===== config.mk =====
export PLATFORM = sky130hd
export DESIGN_NAME = ring_net_endpoint_adapter
export DESIGN_NICKNAME = d
export VERILOG_FILES = /design/src/rtl/ring_net_endpoint_adapter.sv
export SDC_FILE = /design/constraint.sdc
export NUM_CORES = 1
export LEC_CHECK = 0
export CAP_MARGIN = 30
export CORE_UTILIZATION = 42
export DETAILED_ROUTE_END_ITERATION = 12
export PLACE_DENSITY = 0.83
export SETUP_SLACK_MARGIN = 0.3
export SYNTH_ARGS = -nofsm -noshare
export SYNTH_HDL_FRONTEND = slang
export SYNTH_SLANG_ARGS = --single-unit

===== constraint.sdc =====
create_clock -name clk -period 3.2 [get_ports clk]
set_input_delay 0.32 -clock clk [delete_from_list [all_inputs] [get_ports clk]]
set_output_delay 0.32 -clock clk [all_outputs]
set_load 0.01 [all_outputs]

===== src/rtl/ring_net_endpoint_adapter.sv =====
// Ring network endpoint: tags, injects and ejects terminal traffic.
// Option: RING_NET_ENDPOINT_SELF_BYPASS_EN routes self-addressed requests locally.
module ring_net_endpoint_adapter #(
  parameter int p_payload_nbits = 32,
  parameter int p_opaque_nbits  = 3,
  parameter int p_srcdest_nbits = 3,
  parameter int p_port_id       = 0,
  parameter int p_max_inflight  = 8,
  localparam int c_net_msg_nbits =
    p_payload_nbits + p_opaque_nbits + 2 * p_srcdest_nbits
) (
  input  logic                       clk,
  input  logic                       reset,
  input  logic                       req_val,
  output logic                       req_rdy,
  input  logic [p_srcdest_nbits-1:0] req_dest,
  input  logic [p_payload_nbits-1:0] req_payload,
  output logic                       net_in_val,
  input  logic                       net_in_rdy,
  output logic [c_net_msg_nbits-1:0] net_in_msg,
  input  logic                       net_out_val,
  output logic                       net_out_rdy,
  input  logic [c_net_msg_nbits-1:0] net_out_msg,
  output logic                       resp_val,
  input  logic                       resp_rdy,
  output logic [p_srcdest_nbits-1:0] resp_src,
  output logic [p_opaque_nbits-1:0]  resp_opaque,
  output logic [p_payload_nbits-1:0] resp_payload,
  output logic [p_opaque_nbits:0]    inflight,
  output logic                       err
);

  localparam int P = p_payload_nbits;
  localparam int O = p_opaque_nbits;
  localparam int S = p_srcdest_nbits;
  localparam int M = c_net_msg_nbits;
  localparam int W = O + 1;
  localparam logic [S-1:0] ID = S'(p_port_id);

  logic [p_max_inflight-1:0] busy, busy_nxt;
  logic [W-1:0]              cnt_nxt;
  logic                      any_free;
  logic [O-1:0]              tag;
  logic                      hit, out_ok;
  logic                      req_fire, out_fire, resp_fire;
  logic                      inj_load, byp_fire, ej_free;
  logic                      inj_val;
  logic [M-1:0]              inj_msg;
  logic                      ej_val;
  logic [S-1:0]              ej_src;
  logic [O-1:0]              ej_opq;
  logic [P-1:0]              ej_pay;

  logic [S-1:0] out_dest, out_src;
  logic [O-1:0] out_opq;
  logic [P-1:0] out_pay;

  assign out_dest = net_out_msg[M-1 -: S];
  assign out_src  = net_out_msg[M-S-1 -: S];
  assign out_opq  = net_out_msg[P+O-1 -: O];
  assign out_pay  = net_out_msg[P-1:0];

  // Lowest free tag from the registered busy vector.
  always_comb begin
    any_free = 1'b0;
    tag      = '0;
    for (int i = p_max_inflight - 1; i >= 0; i--) begin
      if (!busy[i]) begin
        any_free = 1'b1;
        tag      = O'(i);
      end
    end
  end

  // Ejected tag must be in range and currently busy.
  always_comb begin
    hit = 1'b0;
    for (int i = 0; i < p_max_inflight; i++) begin
      if (busy[i] && out_opq == O'(i)) hit = 1'b1;
    end
  end

  assign out_ok      = (out_dest == ID) & hit;
  assign ej_free     = !ej_val | resp_rdy;
  assign net_out_rdy = reset & ej_free;
  assign net_in_val  = inj_val;
  assign net_in_msg  = inj_msg;
  assign resp_val    = ej_val;
  assign resp_src    = ej_src;
  assign resp_opaque = ej_opq;
  assign resp_payload = ej_pay;

`ifdef RING_NET_ENDPOINT_SELF_BYPASS_EN
  logic self_req;
  assign self_req = (req_dest == ID);
  assign req_rdy  = reset & any_free &
                    (self_req ? (ej_free & !net_out_val)
                              : (!inj_val | net_in_rdy));
  assign byp_fire = req_fire & self_req;
  assign inj_load = req_fire & !self_req;
`else
  assign req_rdy  = reset & any_free & (!inj_val | net_in_rdy);
  assign byp_fire = 1'b0;
  assign inj_load = req_fire;
`endif

  assign req_fire  = req_val & req_rdy;
  assign out_fire  = net_out_val & net_out_rdy;
  assign resp_fire = ej_val & resp_rdy;

  // Allocate and free update the busy vector independently.
  always_comb begin
    busy_nxt = busy;
    for (int i = 0; i < p_max_inflight; i++) begin
      if (req_fire && tag == O'(i)) busy_nxt[i] = 1'b1;
      if (resp_fire && ej_opq == O'(i)) busy_nxt[i] = 1'b0;
    end
    cnt_nxt = inflight + W'(req_fire) - W'(resp_fire);
  end

  // Inject/eject registers, tag state and sticky error.
  always_ff @(posedge clk) begin
    if (!reset) begin
      busy     <= '0;
      inflight <= '0;
      err      <= 1'b0;
      inj_val  <= 1'b0;
      inj_msg  <= '0;
      ej_val   <= 1'b0;
      ej_src   <= '0;
      ej_opq   <= '0;
      ej_pay   <= '0;
    end else begin
      busy     <= busy_nxt;
      inflight <= cnt_nxt;
      if (inj_load) begin
        inj_val <= 1'b1;
        inj_msg <= {req_dest, ID, tag, req_payload};
      end else if (net_in_rdy) begin
        inj_val <= 1'b0;
      end
      if (out_fire && out_ok) begin
        ej_val <= 1'b1;
        ej_src <= out_src;
        ej_opq <= out_opq;
        ej_pay <= out_pay;
      end else if (byp_fire) begin
        ej_val <= 1'b1;
        ej_src <= ID;
        ej_opq <= tag;
        ej_pay <= req_payload;
      end else if (resp_fire) begin
        ej_val <= 1'b0;
      end
      if (out_fire && !out_ok) err <= 1'b1;
    end
  end

endmodule

==> results.json, run 1 <==
{
  "status": "complete, no violations",
  "cts_buffers": 9,
  "ctsHoldBuffers": 0,
  "cts.clk_slew.worst_paths_ps": 90,
  "yosysTopAreaCellShare": 0.485,
  "die_h_um": 96.6,
  "arrival_ps": 2550,
  "drv_slew": 0,
  "synth_cell_types": 41,
  "grt_start_max_net_pins": 63,
  "drt_iter0_drc": 119,
  "path_class": "flop to flop",
  "use_met3": 0.0614,
  "syn_area_mm2": 0.00376,
  "io_pins": 170,
  "intPower_mw": 1.80,
  "synth_simple_gate_area_share": 0.224,
  "cts.htree.levels": 3,
  "grt-ovfl-total": 0,
  "fmax_ghz": 0.434,
  "cts_resized": 0,
  "power_leakage_nw": 2.00,
  "drc": 0,
  "wl_per_cell_um": 13.8,
  "post_cts_buffers": 0,
  "slew_headroom": 0.524,
  "finalHoldViolations": 0,
  "gr-usage-met2": 0.368,
  "synth_top_family_by_area": "simple AND/OR/NAND/NOR gates",
  "final_cell_mix": "clkdlybuf4s50_1, nand2_1, dfxtp_1",
  "start_util": 0.433,
  "grt.met1_usage": 0.244,
  "min_period_over_period": 0.719,
  "dr.pass1.iters": 6,
  "gp_congestion": 0.865,
  "synth_adder_area_share": 0.0186,
  "yosysWarnings": 0,
  "ant_nets": 0,
  "rsz0062_at_grt": "no",
  "setup_tns_ps": 0,
  "end_kind": "flop",
  "grt_pass1_wl_um": 16300,
  "power.density_mw_per_mm2": 416,
  "cp-start-kind": "flop",
  "first_global_vias": 3503,
  "vdd_drop_max_mv": 0.266,
  "num-nets-final": 680,
  "layout-drive-gt1-share": 0.0518,
  "grt_usage": 0.213,
  "busiest_layer": "met2",
  "min_path_type": "flop to flop",
  "antenna_cells": 0,
  "cts_tree": "built",
  "io_buffers": 166,
  "cts-root-buf": "clkbuf_8",
  "synth-seq-cells": 91,
  "async_flop_share": 0,
  "row_count": 34,
  "switching_share": 0.233,
  "synth-compound-area-share": 0.147,
  "crit_required_ps": 3450,
  "syn_area_per_cell_um2": 8.55,
  "synth-edff-count": 0,
  "yosys_most_used_dff": "dfxtp_1",
  "routed_wl_um": 9770,
  "clockPowerShare": 0.355,
  "worst_slack_ps": 898,
  "die_w_um": 96.6,
  "vias": 3503,
  "yosysSeqAreaShare": 0.485,
  "fin_crit_ps": 2300,
  "antenna_found_initial": 0,
  "post-route-util": 0.652,
  "clk_latency_ps": 350,
  "synth_cells": 440,
  "core_mm2": 0.00868,
  "cts_buffer_depth": 2,
  "cp_max_fo": 5,
  "synth_xor_xnor_area_share": 0.00699,
  "p_comb_frac": 0.139,
  "cap_violations": 0,
  "place_hpwl_um": 7080,
  "yosys.area.top_type": "dfxtp_1",
  "tightestPinTransition_ps": 713,
  "pre_cts_ws_ps": 634,
  "viasPerCell": 4.96,
  "fin_worst_skew_ps": 10.8,
  "dieArea_mm2": 0.00933,
  "seqPwrFrac": 0.506,
  "setup_viol": 0,
  "cts.sinks": 91,
  "synth.area.mux_share": 0.0612,
  "final_common_cell": "clkdlybuf4s50_1",
  "synth_area_leaders": "dfxtp_1, nand2_1, a21boi_0, mux2i_1, o21ai_0",
  "p_sw_mw": 0.547,
  "syn_to_final_growth_pct": 50.5
}
[path summary, 6_finish.rpt]
check | slack, ps | startpoint | cells past startpoint | end
worst max-delay path | 900 | busy[7] | 10 | inflight[2]
worst min-delay path | 460 | resp_payload[23] | 2 | resp_payload[23]
worst max register to register | 900 | busy[7] | 10 | inflight[2]
worst min register to register | 460 | resp_payload[23] | 2 | resp_payload[23]
[flip-flops by register name (all words and copies together) (netlist names)]
register,flops
net_in_msg,38
busy,8
net_in_val,1
resp_src,3
err,1
resp_payload,32
resp_val,1
inflight,4
resp_opaque,3
[cell families (layout without fill, tap and decap cells)]
logic type / Yosys count / after routing
simple gates: 196 / 196
xor+xnor: 3 / 3
other cells: 1 / 3
flops: 91 / 91
mux: 23 / 23
compound gates: 81 / 81
buf+inv: 40 / 196
fa+ha+maj: 5 / 5
[layer usage]
| layer | wire length (µm) | share of wire |
|---|---|---|
| met1 | 4200 | 0.43 |
| met2 | 4730 | 0.48 |
| met3 | 638 | 0.065 |
| met4 | 207 | 0.021 |
| met5 | 0 | 0 |
[critical path, stage by stage (launching register included)]
cell and delay [ps]:
dfxtp_1 360, and4_1 290, a211oi_4 260, inv_1 90, ha_1 290, inv_1 50, ha_1 150, inv_1 50
fa_1 370, xnor2_1 130, and2_1 150
[power by group through the flow]
stage | registers [mW] | clock network, mW | logic [mW]
after global routing | 1.19 | 0.914 | 0.355
after floorplan | 1.23 | 0 | 0.116
final | 1.19 | 0.835 | 0.327
after detailed placement | 1.22 | 0 | 0.329
after global placement | 1.21 | 0 | 0.322
after CTS | 1.19 | 0.862 | 0.331
[stage by stage]
stage	area [µm²]	hold slack, ps	total power [mW]	std cells
6_report	5660	460	2.35	706
5_1_grt	5660	482	2.46	706
4_1_cts	5660	464	2.38	706
3_5_place_dp	5440	447	1.54	690
3_3_place_gp	5440	441	1.54	690
2_1_floorplan	3770	450	1.35	442
[synthesized netlist by cell type (5+ instances only)]
master and number:
a21boi_0 36, a21oi_1 6, and2_1 6, buf_2 7, clkbuf_1 16, dfxtp_1 91, inv_1 8, mux2i_1 23
nand2_1 138, nand2b_1 5, nand3_1 21, nor2_1 9, nor2b_1 5, o21ai_0 25
[layout make-up]
type                       instances  area (µm²)
fill                             737        3020
sequential                        91        1820
multi-input combinational        311        1750
timing repair buffer             172        1700
tap                              108         135
clock buffer                      10         128
clock inverter                     6        88.8
inverter                           8        30.0
No activity file was read; power rests on OpenSTA's default activity.
==> inputs of run 2 (changes only) <==
- clock period: 3.2 -> 2.3 ns (I/O delays scaled with it)
==> results.json, run 2 (synthesis results as in run 1) <==
{
  "power.density_mw_per_mm2": 580,
  "drv_slew": 0,
  "largest_reg_flops": 38,
  "io_buffers": 166,
  "cts_buffers": 9,
  "start_util": 0.433,
  "dp.cells": 700,
  "antenna_found_initial": 0,
  "clk_latency_ps": 360,
  "vias": 3575,
  "drc": 0,
  "min_period_over_period": 0.859,
  "cts_tree": "built",
  "final_cell_mix": "clkdlybuf4s50_1, nand2_1, dfxtp_1",
  "fin_crit_ps": 1980,
  "min_from": "net_out_msg[32]",
  "power_leakage_nw": 2.16,
  "timing.hold.ws_ps": 240,
  "instances_no_fill": 723,
  "rr_endpoint": "inflight[2]",
  "max_stage_delay_ps": 330,
  "path_delay_family": "adder cells",
  "grt_start_max_net_pins": 62,
  "crit_slowest_cell": "dfxtp_2",
  "drt_iter0_drc": 120,
  "cts.clk_slew.worst_paths_ps": 100,
  "io_pins": 170,
  "dieArea_mm2": 0.00933,
  "tightestPinTransition_ps": 513,
  "final_common_cell": "clkdlybuf4s50_1",
  "fmax_ghz": 0.506,
  "cts-root-buf": "clkbuf_8",
  "reg2reg_depth": 10,
  "status": "complete, no violations",
  "routed_wl_um": 10100,
  "layout-drive-gt1-share": 0.106,
  "die_w_um": 96.6,
  "grt-ovfl-total": 0,
  "path_class": "flop to flop",
  "setup_viol": 0,
  "p_sw_mw": 0.796,
  "clockPowerShare": 0.381,
  "end_kind": "flop",
  "num-nets-final": 697,
  "die_h_um": 96.6,
  "antenna_cells": 0,
  "gp_congestion": 0.824,
  "reg2reg_from": "busy[1]",
  "ant_nets": 0,
  "grt_usage": 0.216,
  "place_hpwl_um": 7260,
  "rsz0062_at_grt": "yes",
  "hold_depth": 3,
  "finalHoldViolations": 0,
  "p_comb_frac": 0.137,
  "row_count": 34,
  "fin_worst_skew_ps": 13.8,
  "arrival_ps": 2240,
  "crit_required_ps": 2560,
  "cp-start-kind": "flop",
  "r2r_setup_slack_ps": 320,
  "dr.pass1.iters": 4,
  "viasPerCell": 4.94,
  "first_global_vias": 3564,
  "worst-path-buf-inv": 3,
  "seqPwrFrac": 0.482,
  "ctsHoldBuffers": 0,
  "cts_buffer_depth": 2,
  "core_mm2": 0.00868,
  "nFillCells": 712,
  "cts.htree.levels": 3,
  "syn_to_final_growth_pct": 57.6,
  "grt_pass1_wl_um": 16600,
  "cp_max_fo": 3,
  "min_path_type": "primary input to flop",
  "holdPathEnd": "resp_opaque[0]",
  "intPower_mw": 2.64,
  "cts.sinks": 91,
  "slew_headroom": 0.658,
  "worstPathCellList": "and4_4, a211oi_4, inv_2, ha_4, inv_4, ha_4, inv_2, fa_2, xnor2_1, and2_1",
  "switching_share": 0.232,
  "setup_tns_ps": 0,
  "wl_per_cell_um": 14.0,
  "vdd_drop_max_mv": 0.321,
  "cap_violations": 0
}
run 2: cell types whose count changed in the layout (fill, tap and decap cells not counted), moves of 3 or more:
cell / previous run / this run
dlymetal6s2s_1: 0 / 3
inv_1: 8 / 5
clkdlybuf4s50_1: 165 / 162
dfxtp_2: 0 / 6
buf_4: 6 / 18
dfxtp_1: 91 / 85
run 2: stage by stage:
| step | area (µm²) | setup WS (ps) | util | total power, mW |
|---|---|---|---|---|
| after detailed placement | 5570 | -6.11 | 0.641 | 2.16 |
| final | 5930 | 324 | 0.683 | 3.44 |
| after global placement | 5570 | 40.5 | 0.641 | 2.15 |
| after CTS | 5840 | 304 | 0.673 | 3.47 |
| after global routing | 5930 | 228 | 0.683 | 3.58 |
| after floorplan | 3820 | 176 | - | 1.88 |
run 2: cell type report:
type	count	area [µm²]	area share
clock buffers	9	124	0.0209
repair buffers	189	1890	0.319
clock inverters	7	121	0.0205
inverters	8	32.5	0.00549
well taps	108	135	0.0228
multi-input cells	311	1790	0.303
flip-flops and latches	91	1830	0.309
run 2: worst max-delay path by stage:
stage               depth (start not counted)  slack, ps           to  startpoint
CTS                                        10        300  inflight[2]     busy[5]
floorplan                                  11        180  inflight[2]     busy[1]
global placement                           11         40  inflight[2]  net_in_rdy
global route                               10        230  inflight[2]     busy[1]
finish                                     10        320  inflight[2]     busy[1]
detailed placement                         11         -6  inflight[2]  net_in_rdy
run 2: per-layer routing:
layer / vias up / track usage / part of all wire
li1: 1786 / - / -
met1: 1645 / 0.251 / 0.42
met2: 130 / 0.372 / 0.50
met3: 14 / 0.0658 / 0.073
met4: 0 / 0.0815 / 0.015
met5: - / 0 / 0
run 2: timing repair:
action | CTS | global route
setup endpoints to repair | 3 | 25
pin swaps | 3 | 4
setup buffers | 3 | 2
gates resized for setup | 4 | 9
gates cloned | 0 | 2
run 2: worst reg2reg max path, cell delays in order (launching register included):
cell      delay (ps)
dfxtp_2          330
and4_4           200
a211oi_4         260
inv_2             80
ha_4             220
inv_4             50
ha_4             120
inv_2             30
fa_2             330
xnor2_1          130
and2_1           150
run 2: power groups by stage:
stage	Sequential, mW	Combinational [mW]	Clock, mW
after floorplan	1.71	0.169	0
after global placement	1.69	0.460	0
after detailed placement	1.69	0.469	0
after CTS	1.66	0.473	1.34
after global routing	1.66	0.511	1.41
final	1.66	0.471	1.31
